$ cat src/rtl/fifo_wr_arbiter.sv
// Round-robin write arbiter: grants bursts of up to BURST bytes from one of four
// requesters into a downstream byte FIFO, stalling while the FIFO is full.
module fifo_wr_arbiter #(
  parameter int N_REQ = 4,
  parameter int BURST = 4
) (
  input  logic               clk,
  input  logic               rst,
  input  logic [N_REQ-1:0]   req,
  input  logic [8*N_REQ-1:0] req_data,
  input  logic               fifo_full,
  output logic [N_REQ-1:0]   gnt,
  output logic               fifo_wen,
  output logic [7:0]         fifo_wdata,
  output logic [1:0]         owner,
  output logic               busy
);

  typedef enum logic {S_IDLE, S_BURST} state_t;

  state_t     state;
  logic [1:0] rr_ptr;
  logic [3:0] beat_cnt;
  logic [1:0] pick;
  logic       pick_vld;
  logic       accept;
  logic       last_beat;

  // Scan from the highest offset down so the requester closest to rr_ptr wins.
  // NOTE: every always_comb output gets a default first, so no path can infer a latch.
  always_comb begin
    pick     = rr_ptr;
    pick_vld = 1'b0;
    for (int k = N_REQ - 1; k >= 0; k--) begin
      if (req[rr_ptr + 2'(k)]) begin
        pick     = rr_ptr + 2'(k);
        pick_vld = 1'b1;
      end
    end
  end

  assign accept    = (state == S_BURST) && req[owner] && !fifo_full;
  assign last_beat = (beat_cnt == 4'(BURST - 1));

  always_comb begin
    gnt        = '0;
    gnt[owner] = accept;
  end

  assign fifo_wen   = accept;
  assign fifo_wdata = (state == S_BURST) ? req_data[{owner, 3'b000} +: 8] : 8'h00;

  // NOTE: state registers use non-blocking assignments so every flop samples
  // the pre-edge values regardless of statement order.
  always_ff @(posedge clk or posedge rst) begin
    if (rst) begin
      state    <= S_IDLE;
      rr_ptr   <= 2'd0;
      owner    <= 2'd0;
      beat_cnt <= 4'd0;
      busy     <= 1'b0;
    end else begin
      case (state)
        S_IDLE: begin
          if (pick_vld && !fifo_full) begin
            owner    <= pick;
            beat_cnt <= 4'd0;
            state    <= S_BURST;
            busy     <= 1'b1;
          end
        end
        S_BURST: begin
          // A full FIFO freezes the burst entirely, even if the owner drops req.
          if (!fifo_full) begin
            if (accept) begin
              beat_cnt <= beat_cnt + 4'd1;
            end
            if (!req[owner] || last_beat) begin
              state  <= S_IDLE;
              busy   <= 1'b0;
              rr_ptr <= owner + 2'd1;
            end
          end
        end
        default: begin
          state <= S_IDLE;
          busy  <= 1'b0;
        end
      endcase
    end
  end

endmodule
$ cat config.mk
export PLATFORM = sky130hd
export DESIGN_NAME = fifo_wr_arbiter
export DESIGN_NICKNAME = d
export VERILOG_FILES = /design/src/rtl/fifo_wr_arbiter.sv
export SDC_FILE = /design/constraint.sdc
export NUM_CORES = 1
export LEC_CHECK = 0
export CORE_MARGIN = 1.5
export CORE_UTILIZATION = 38
export DETAILED_ROUTE_END_ITERATION = 6
export PLACE_DENSITY = 0.8
export REMOVE_ABC_BUFFERS = 1
export SLEW_MARGIN = 20
export SYNTH_ARGS = -nofsm -noshare
export SYNTH_HDL_FRONTEND = slang
export SYNTH_SLANG_ARGS = --single-unit
$ cat constraint.sdc
create_clock -name clk -period 1.9 [get_ports clk]
set_input_delay 0.19 -clock clk [delete_from_list [all_inputs] [get_ports clk]]
set_output_delay 0.19 -clock clk [all_outputs]
set_load 0.01 [all_outputs]
---- Word-level counts from Yosys, hierarchy flattened ----
Index checks and enable logic that the tools add are counted.
word-level totals
  output and inout bits ................... 16
  input port bits ......................... 39
  flip-flop bits (word level) ............. 10
cells by class
  reductions and logical operators ........ 11
  $add $sub $neg .......................... 5
  equal/unequal tests ..................... 5
  shift-type cells ........................ 1
  bitwise logic cells ..................... 3
  mux-type cells .......................... 33
  $lt $le $gt $ge ......................... 6
operator list
  cell                                                                                  number
  32-bit by 6-bit indexed part select with 8-bit output                                 1
  1-bit two-way mux                                                                     16
  2-bit by 3-bit < comparator with 1-bit output (second input constant)                 5
  4-bit two-way mux                                                                     3
  1-bit binary-select mux with 2-bit select                                             5
  3-bit AND reduction                                                                   3
  2-bit two-way mux                                                                     4
  8-bit two-way mux                                                                     1
  4-bit one-hot mux with 2 select lines                                                 1
  2-bit != test (second input constant)                                                 3
  2-bit by 1-bit adder with 2-bit output (second input constant)                        2
  2-bit adder (second input constant)                                                   2
  4-bit by 1-bit adder with 4-bit output (second input constant)                        1
  4-bit bitwise AND                                                                     1
  4-bit by 2-bit equality test with 1-bit output (second input constant)                1
  1-bit logical AND                                                                     4
  1-bit one-hot mux with 2 select lines                                                 2
  1-bit demux with 2-bit select                                                         1
  2-bit by 1-bit greater-or-equal comparator with 1-bit output (second input constant)  1
  1-bit zero test                                                                       2
  2-bit by 1-bit != test with 1-bit output (second input constant)                      1
  1-bit inverter                                                                        2
  2-bit AND reduction                                                                   1
  1-bit logical OR                                                                      1

---- Depth between registers and ports, before layout ----
Gate-level depths: netlist of the first run.
  depth after elaboration ................. 10
  gate-level depth with buffers ........... 5
  depth with buffers taken out ............ 5

---- Worst setup path after synthesis of the first run ----
No wires, ideal clock.
  path kind ............................... reg-to-output
  from .................................... register owner[0]
  to ...................................... output fifo_wdata[0]
  setup slack ............................. 278 ps
  buffers on the path ..................... 1
  arrival ................................. 1432 ps
  stages on the path, launching flop included .. 4
  path through ............................ dfrtp_1 -> buf_4 -> mux4_2 -> and2_1
between the ends
  word-level cells in the longest chain between the ends .. 2
ends and longest elaborated chain
  item                                                   RTL line  source
  start: declaration                                     15        output logic [1:0] owner,
  start signal: assignment                               66        owner <= pick;
  32-bit by 6-bit indexed part select with 8-bit output  51        assign fifo_wdata = (state == S_BURST) ? req_data[{owner, 3'b000} +: 8] : 8'h00;
  8-bit two-way mux                                      51
  end: declaration                                       14        output logic [7:0] fifo_wdata,
Every way passes these cells.

---- Final worst setup path of the first run ----
  from .................................... register owner[0]
  to ...................................... output fifo_wdata[3]
Same word-level chain as after synthesis.

==> impl_metrics.ini, run 1 <==
[clock_tree]
clk_pin_slew_worst_paths_ps = 60
tritoncts = yes
cts_root_buf = clkbuf_4
clock_latency_ps = 270
hold_buffers = 0
clock-sinks = 10
clockBufferDepth = 2
cts_buffers = 3
htree_num_levels = 1

[logic_synthesis]
synth.distinct_cells = 34
synth_xor_xnor_area_share = 0.00916
synth_compound_area_frac = 0.145
synth_area_leaders = dfrtp_1 26%, mux4_2 19%, and2_1 7.9%, ha_1 6.5%, mux2i_2 2.9%
synth_area_um2 = 956
synth_top_area_frac = 0.262
synthSimpleGateAreaFrac = 0.211
synth_top_family_by_area = multiplexers
ys_seq_elements = 10
synthArstFlopShare = 1.00
synth_mux_area_frac = 0.266
syn_inst = 86
yosysWarnings = 0
synth_ff_type = dfrtp_1
synthAdderAreaFrac = 0.0654
avgSynthCellArea_um2 = 11.1
yosysSeqAreaShare = 0.262
synth_edf_count = 0
synth_largest_area_cell = dfrtp_1

[flow_run]
max_cap_violations = 0

[place]
gp_congestion = 0.832
place_inst = 178
pre_cts_slack_ps = -223
dp_hpwl_um = 2400
placedInstanceArea_mm2 = 0.00161
io_buffers = 54

[routing]
ant_nets = 0
drt_iter0_drc = 18
vias_per_cell = 5.30
drtPass1Iterations = 4
vias = 1013
drc_errors = 0
drt-wirelength-per-cell_um = 16.4
drt-total-wl_um = 3130

[timing]
slew_violations = 0
fin_ws_ps = 15.3
fin_skew_ps = 0.356
rsz0062_at_grt = true
hold_viol_final = 0
period_minus_slack_ps = 1880
tightest_slew_ps = 490
setup_viol = 0
slew_headroom = 0.671
fmax_mhz = 531
period_share = 0.992
setup_tns_ps = 0

[finish]
drive_above_1_share = 0.362
syn_to_final_growth_pct = 81.0
multi_input_area_um2 = 696
fillers = 150
ff_latch_area_um2 = 250
antenna_cells = 0
fin_cells = 191
nNetsFinal = 209
final_cell_area_mm2 = 0.00173

[setup_path]
cp_num_buf_inv = 4
crit_family = multiplexers
worstPathRequired_ps = 1710
slowest_stage = mux4_2
endpoint_kind = output port
r2r_slack_ps = 80
max_stage_delay_ps = 480
crit_chain = buf_6, buf_6, buf_6, mux4_2, and2_4, buf_6
criticalPathCategory = register to output port
setup.worst_path.start_class = register
cp_data_arrival_time_ps = 1690
critPathMostFrequentCell = buf_6
crit_fanout = 6

[worst_hold_path]
hold_path_class = input port to asynchronous set/reset pin

[global_route]
first_global_vias = 1025
grt_pass1_wl_um = 4750
track_usage = 0.236
grt_max_degree = 15
antenna_found_initial = 0
overflow = 0

[power_and_ir_drop]
finalPower_mw = 2.23
ir_worst_vdd_mv = 0.907
p_leak_nw = 0.767
powerDensity_mw_per_mm2 = 1290

[floorplanning]
die_w_um = 53.2
rows = 17
dieArea_mm2 = 0.00283
die_h_um = 53.2
start_util = 0.416
num_io_pins = 55
coreArea_mm2 = 0.00230

[outcome]
outcome = finished, final reports clean
## state kept, by name, summed over array words and instances, names as in the netlist
name      cells
beat_cnt      4
owner         2
busy          1
rr_ptr        2
state         1
## cell usage after synthesis, drive strengths merged, types with 2 or more instances
| master | instances |
|---|---|
| and2 | 12 |
| dfrtp | 10 |
| mux4 | 8 |
| inv | 6 |
| ha | 5 |
| a21oi | 4 |
| mux2i | 4 |
| nand2b | 4 |
| nor2 | 4 |
| buf | 3 |
| nor3 | 3 |
| a21o | 2 |
| a22o | 2 |
| mux2 | 2 |
| nor2b | 2 |
| o21ai | 2 |
| o22ai | 2 |
## report_power, final
| group | internal [mW] | leakage (nW) | switching, mW |
|---|---|---|---|
| clock | 0.0731 | 0.0138 | 0.0692 |
| sequential | 0.309 | 0.123 | 0.0887 |
| combinational | 1.01 | 0.630 | 0.679 |
## final timing paths
check,depth (start not counted),start,end
min reg2reg,1,busy,busy
min,2,rst,beat_cnt[0]
max,6,owner[0],fifo_wdata[3]
max reg2reg,7,owner[1],beat_cnt[0]
min in group clk,1,busy,busy
max in group asynchronous,2,rst,state
## cell type report
| class | count | area share |
|---|---|---|
| inverter | 6 | 0.0130 |
| timing repair buffer | 77 | 0.407 |
| multi-input combinational | 67 | 0.402 |
| clock buffer | 3 | 0.0130 |
| sequential | 10 | 0.145 |
| tap | 28 | 0.0202 |
## layer usage
layer | vias to the layer above | track usage | share of wire
li1 | 472 | - | -
met1 | 484 | 0.249 | 0.38
met2 | 54 | 0.454 | 0.50
met3 | 3 | 0.0763 | 0.12
met4 | 0 | 0.0385 | 0.0054
met5 | - | 0 | 0
## through the flow
step	utilization	hold slack (ps)
after floorplan	-	30.2
after global placement	0.702	468
after detailed placement	0.702	478
after CTS	0.745	218
after global routing	0.753	278
final	0.753	201
## logic make-up after synthesis
group | Yosys count
multiplexers | 14
XOR/XNOR | 1
flip-flops | 10
AO/OA/AOI/OAI | 16
AND/OR/NAND/NOR | 31
adder cells (fa/ha/maj) | 5
buffers and inverters | 9
## repair_timing
item                                    4_1_cts  5_1_grt
endpoints found under the setup margin       13       12
gates resized for setup                      40       17
buffers inserted                              7        3
pin swaps                                     4        1
## cells in the final DEF (no fill, tap or decap), types with 2 or more instances in the layout
cell type / synthesis / layout
nor3_2: 2 / 2
buf_6: 0 / 9
nor2b_1: 2 / 2
clkbuf_4: 0 / 3
clkdlybuf4s50_1: 0 / 41
mux2i_1: 2 / 2
dfrtp_1: 10 / 10
clkbuf_2: 0 / 6
a22o_1: 2 / 2
o21ai_1: 2 / 2
nor2_1: 3 / 3
mux4_2: 8 / 8
ha_1: 5 / 5
buf_4: 1 / 17
a21oi_1: 4 / 4
and2_1: 12 / 7
inv_1: 6 / 6
nand2b_1: 4 / 4
and2_4: 0 / 5
a21o_1: 2 / 2
mux2i_4: 0 / 2
No activity file was read; power rests on OpenSTA's default activity.
==> run 2: changes to the inputs <==
--- a/config.mk
+++ b/config.mk
@@ -8,6 +8,7 @@
 export CORE_MARGIN = 1.5
 export CORE_UTILIZATION = 38
 export DETAILED_ROUTE_END_ITERATION = 6
+export GPL_TIMING_DRIVEN = 0
 export PLACE_DENSITY = 0.8
 export REMOVE_ABC_BUFFERS = 1
 export SLEW_MARGIN = 20
==> impl_metrics.ini, run 2 (synthesized netlist as in run 1, its figures left out) <==
[timing]
fin_ws_ps = -28.5
hold-worst-slack_ps = 203
fin_skew_ps = 0.763
period_minus_slack_ps = 1930
slew_violations = 0
rsz0062_at_grt = true
hold_viol_final = 0
fmax_mhz = 519
tightest_slew_ps = 453
period_share = 1.02
setup_viol = 5
slew_headroom = 0.696

[routing]
drc_errors = 0
ant_nets = 0
drt-wirelength-per-cell_um = 16.6
drtPass1Iterations = 4
vias_per_cell = 5.39
drt_iter0_drc = 8
vias = 998
drt-total-wl_um = 3070

[floorplanning]
coreArea_mm2 = 0.00230
die_w_um = 53.2
die_h_um = 53.2
rows = 17
start_util = 0.416
num_io_pins = 55
dieArea_mm2 = 0.00283

[power_and_ir_drop]
p_leak_nw = 0.744
powerDensity_mw_per_mm2 = 1310
ir_worst_vdd_mv = 1.16

[clock_tree]
htree_num_levels = 1
hold_buffers = 0
clk_pin_slew_worst_paths_ps = 70
clock_latency_ps = 270
cts_buffers = 3
clockBufferDepth = 2
tritoncts = yes
clock-sinks = 10
cts_root_buf = clkbuf_4

[setup_path]
criticalPathCategory = register to output port
endpoint_kind = output port
crit_fanout = 4
worstPathRequired_ps = 1710
cp_data_arrival_time_ps = 1740
setup.worst_path.start_class = register

[finish]
antenna_cells = 0
final_common_cell = clkdlybuf4s50_1
nNetsFinal = 202
largest_register_ffs = 4
fillers = 169
final_cell_area_mm2 = 0.00171
fin_cells = 185
top_register = beat_cnt
drive_above_1_share = 0.369
reg_top3 = beat_cnt x4, owner x2, rr_ptr x2
final_cell_mix = 41 x clkdlybuf4s50_1, 10 x buf_4, 9 x buf_6, 8 x mux4_2
syn_to_final_growth_pct = 78.7

[global_route]
overflow = 0
grt_pass1_wl_um = 4620
antenna_found_initial = 0
track_usage = 0.229
first_global_vias = 1007
grt_max_degree = 13

[place]
io_buffers = 54
place_inst = 165
gp_congestion = 0.691
dp_hpwl_um = 2120
pre_cts_slack_ps = -499
placedInstanceArea_mm2 = 0.00151

[flow_run]
max_cap_violations = 0

[worst_hold_path]
hold_path_class = input port to asynchronous set/reset pin

[outcome]
violations = setup timing
outcome = finished with violations
[run 2: stage by stage]
stage                     TNS [ps]  utilization  power (mW)
after floorplan                  0            -        1.19
after global placement       -5310        0.659        1.67
after detailed placement     -5820        0.659        1.72
after CTS                     -659        0.727        2.09
after global routing          -579        0.743        2.39
final                        -99.9        0.743        2.24
[run 2: cell type report]
class	instances	area, um2	area share
inverter	6	22.5	0.0132
tap	28	35.0	0.0205
sequential	10	256	0.150
multi-input combinational	67	696	0.407
timing repair buffer	70	662	0.388
clock buffer	4	36.3	0.0212
[run 2: power by group]
group | internal (mW) | switching (mW) | total (mW) | leakage (nW)
clock network | 0.116 | 0.0766 | 0.193 | 0.0210
registers | 0.320 | 0.106 | 0.425 | 0.120
logic | 0.965 | 0.654 | 1.62 | 0.603
[run 2: worst paths after layout]
check	startpoint	end	slack [ps]	cells after the start
max	owner[0]	fifo_wdata[2]	-30	5
min	rst	rr_ptr[1]	200	2
max reg2reg	owner[0]	beat_cnt[0]	30	8
min reg2reg	busy	busy	490	1
max in group asynchronous	rst	owner[0]	1390	2
min in group clk	busy	busy	490	1
[run 2: critical path: stages, from the launching register on]
cell and delay, ps:
dfrtp_4 510, buf_12 150, buf_4 130, mux4_2 400, and2_4 170, buf_6 110
[run 2: metal layers]
| metal | global-route usage | vias up | routed length, um |
|---|---|---|---|
| met5 | 0 | - | 0 |
| met4 | 0.0427 | 0 | 6 |
| met3 | 0.0593 | 2 | 319 |
| met2 | 0.431 | 53 | 1520 |
| met1 | 0.258 | 487 | 1220 |
| li1 | - | 456 | - |
[run 2: what timing repair did]
| action | CTS | global route |
|---|---|---|
| pin swaps | 2 | 6 |
| setup endpoints to repair | 19 | 10 |
| gates cloned | 0 | 0 |
| endpoints found under the hold margin | 0 | 0 |
| setup buffers | 13 | 3 |
| gates resized for setup | 40 | 30 |
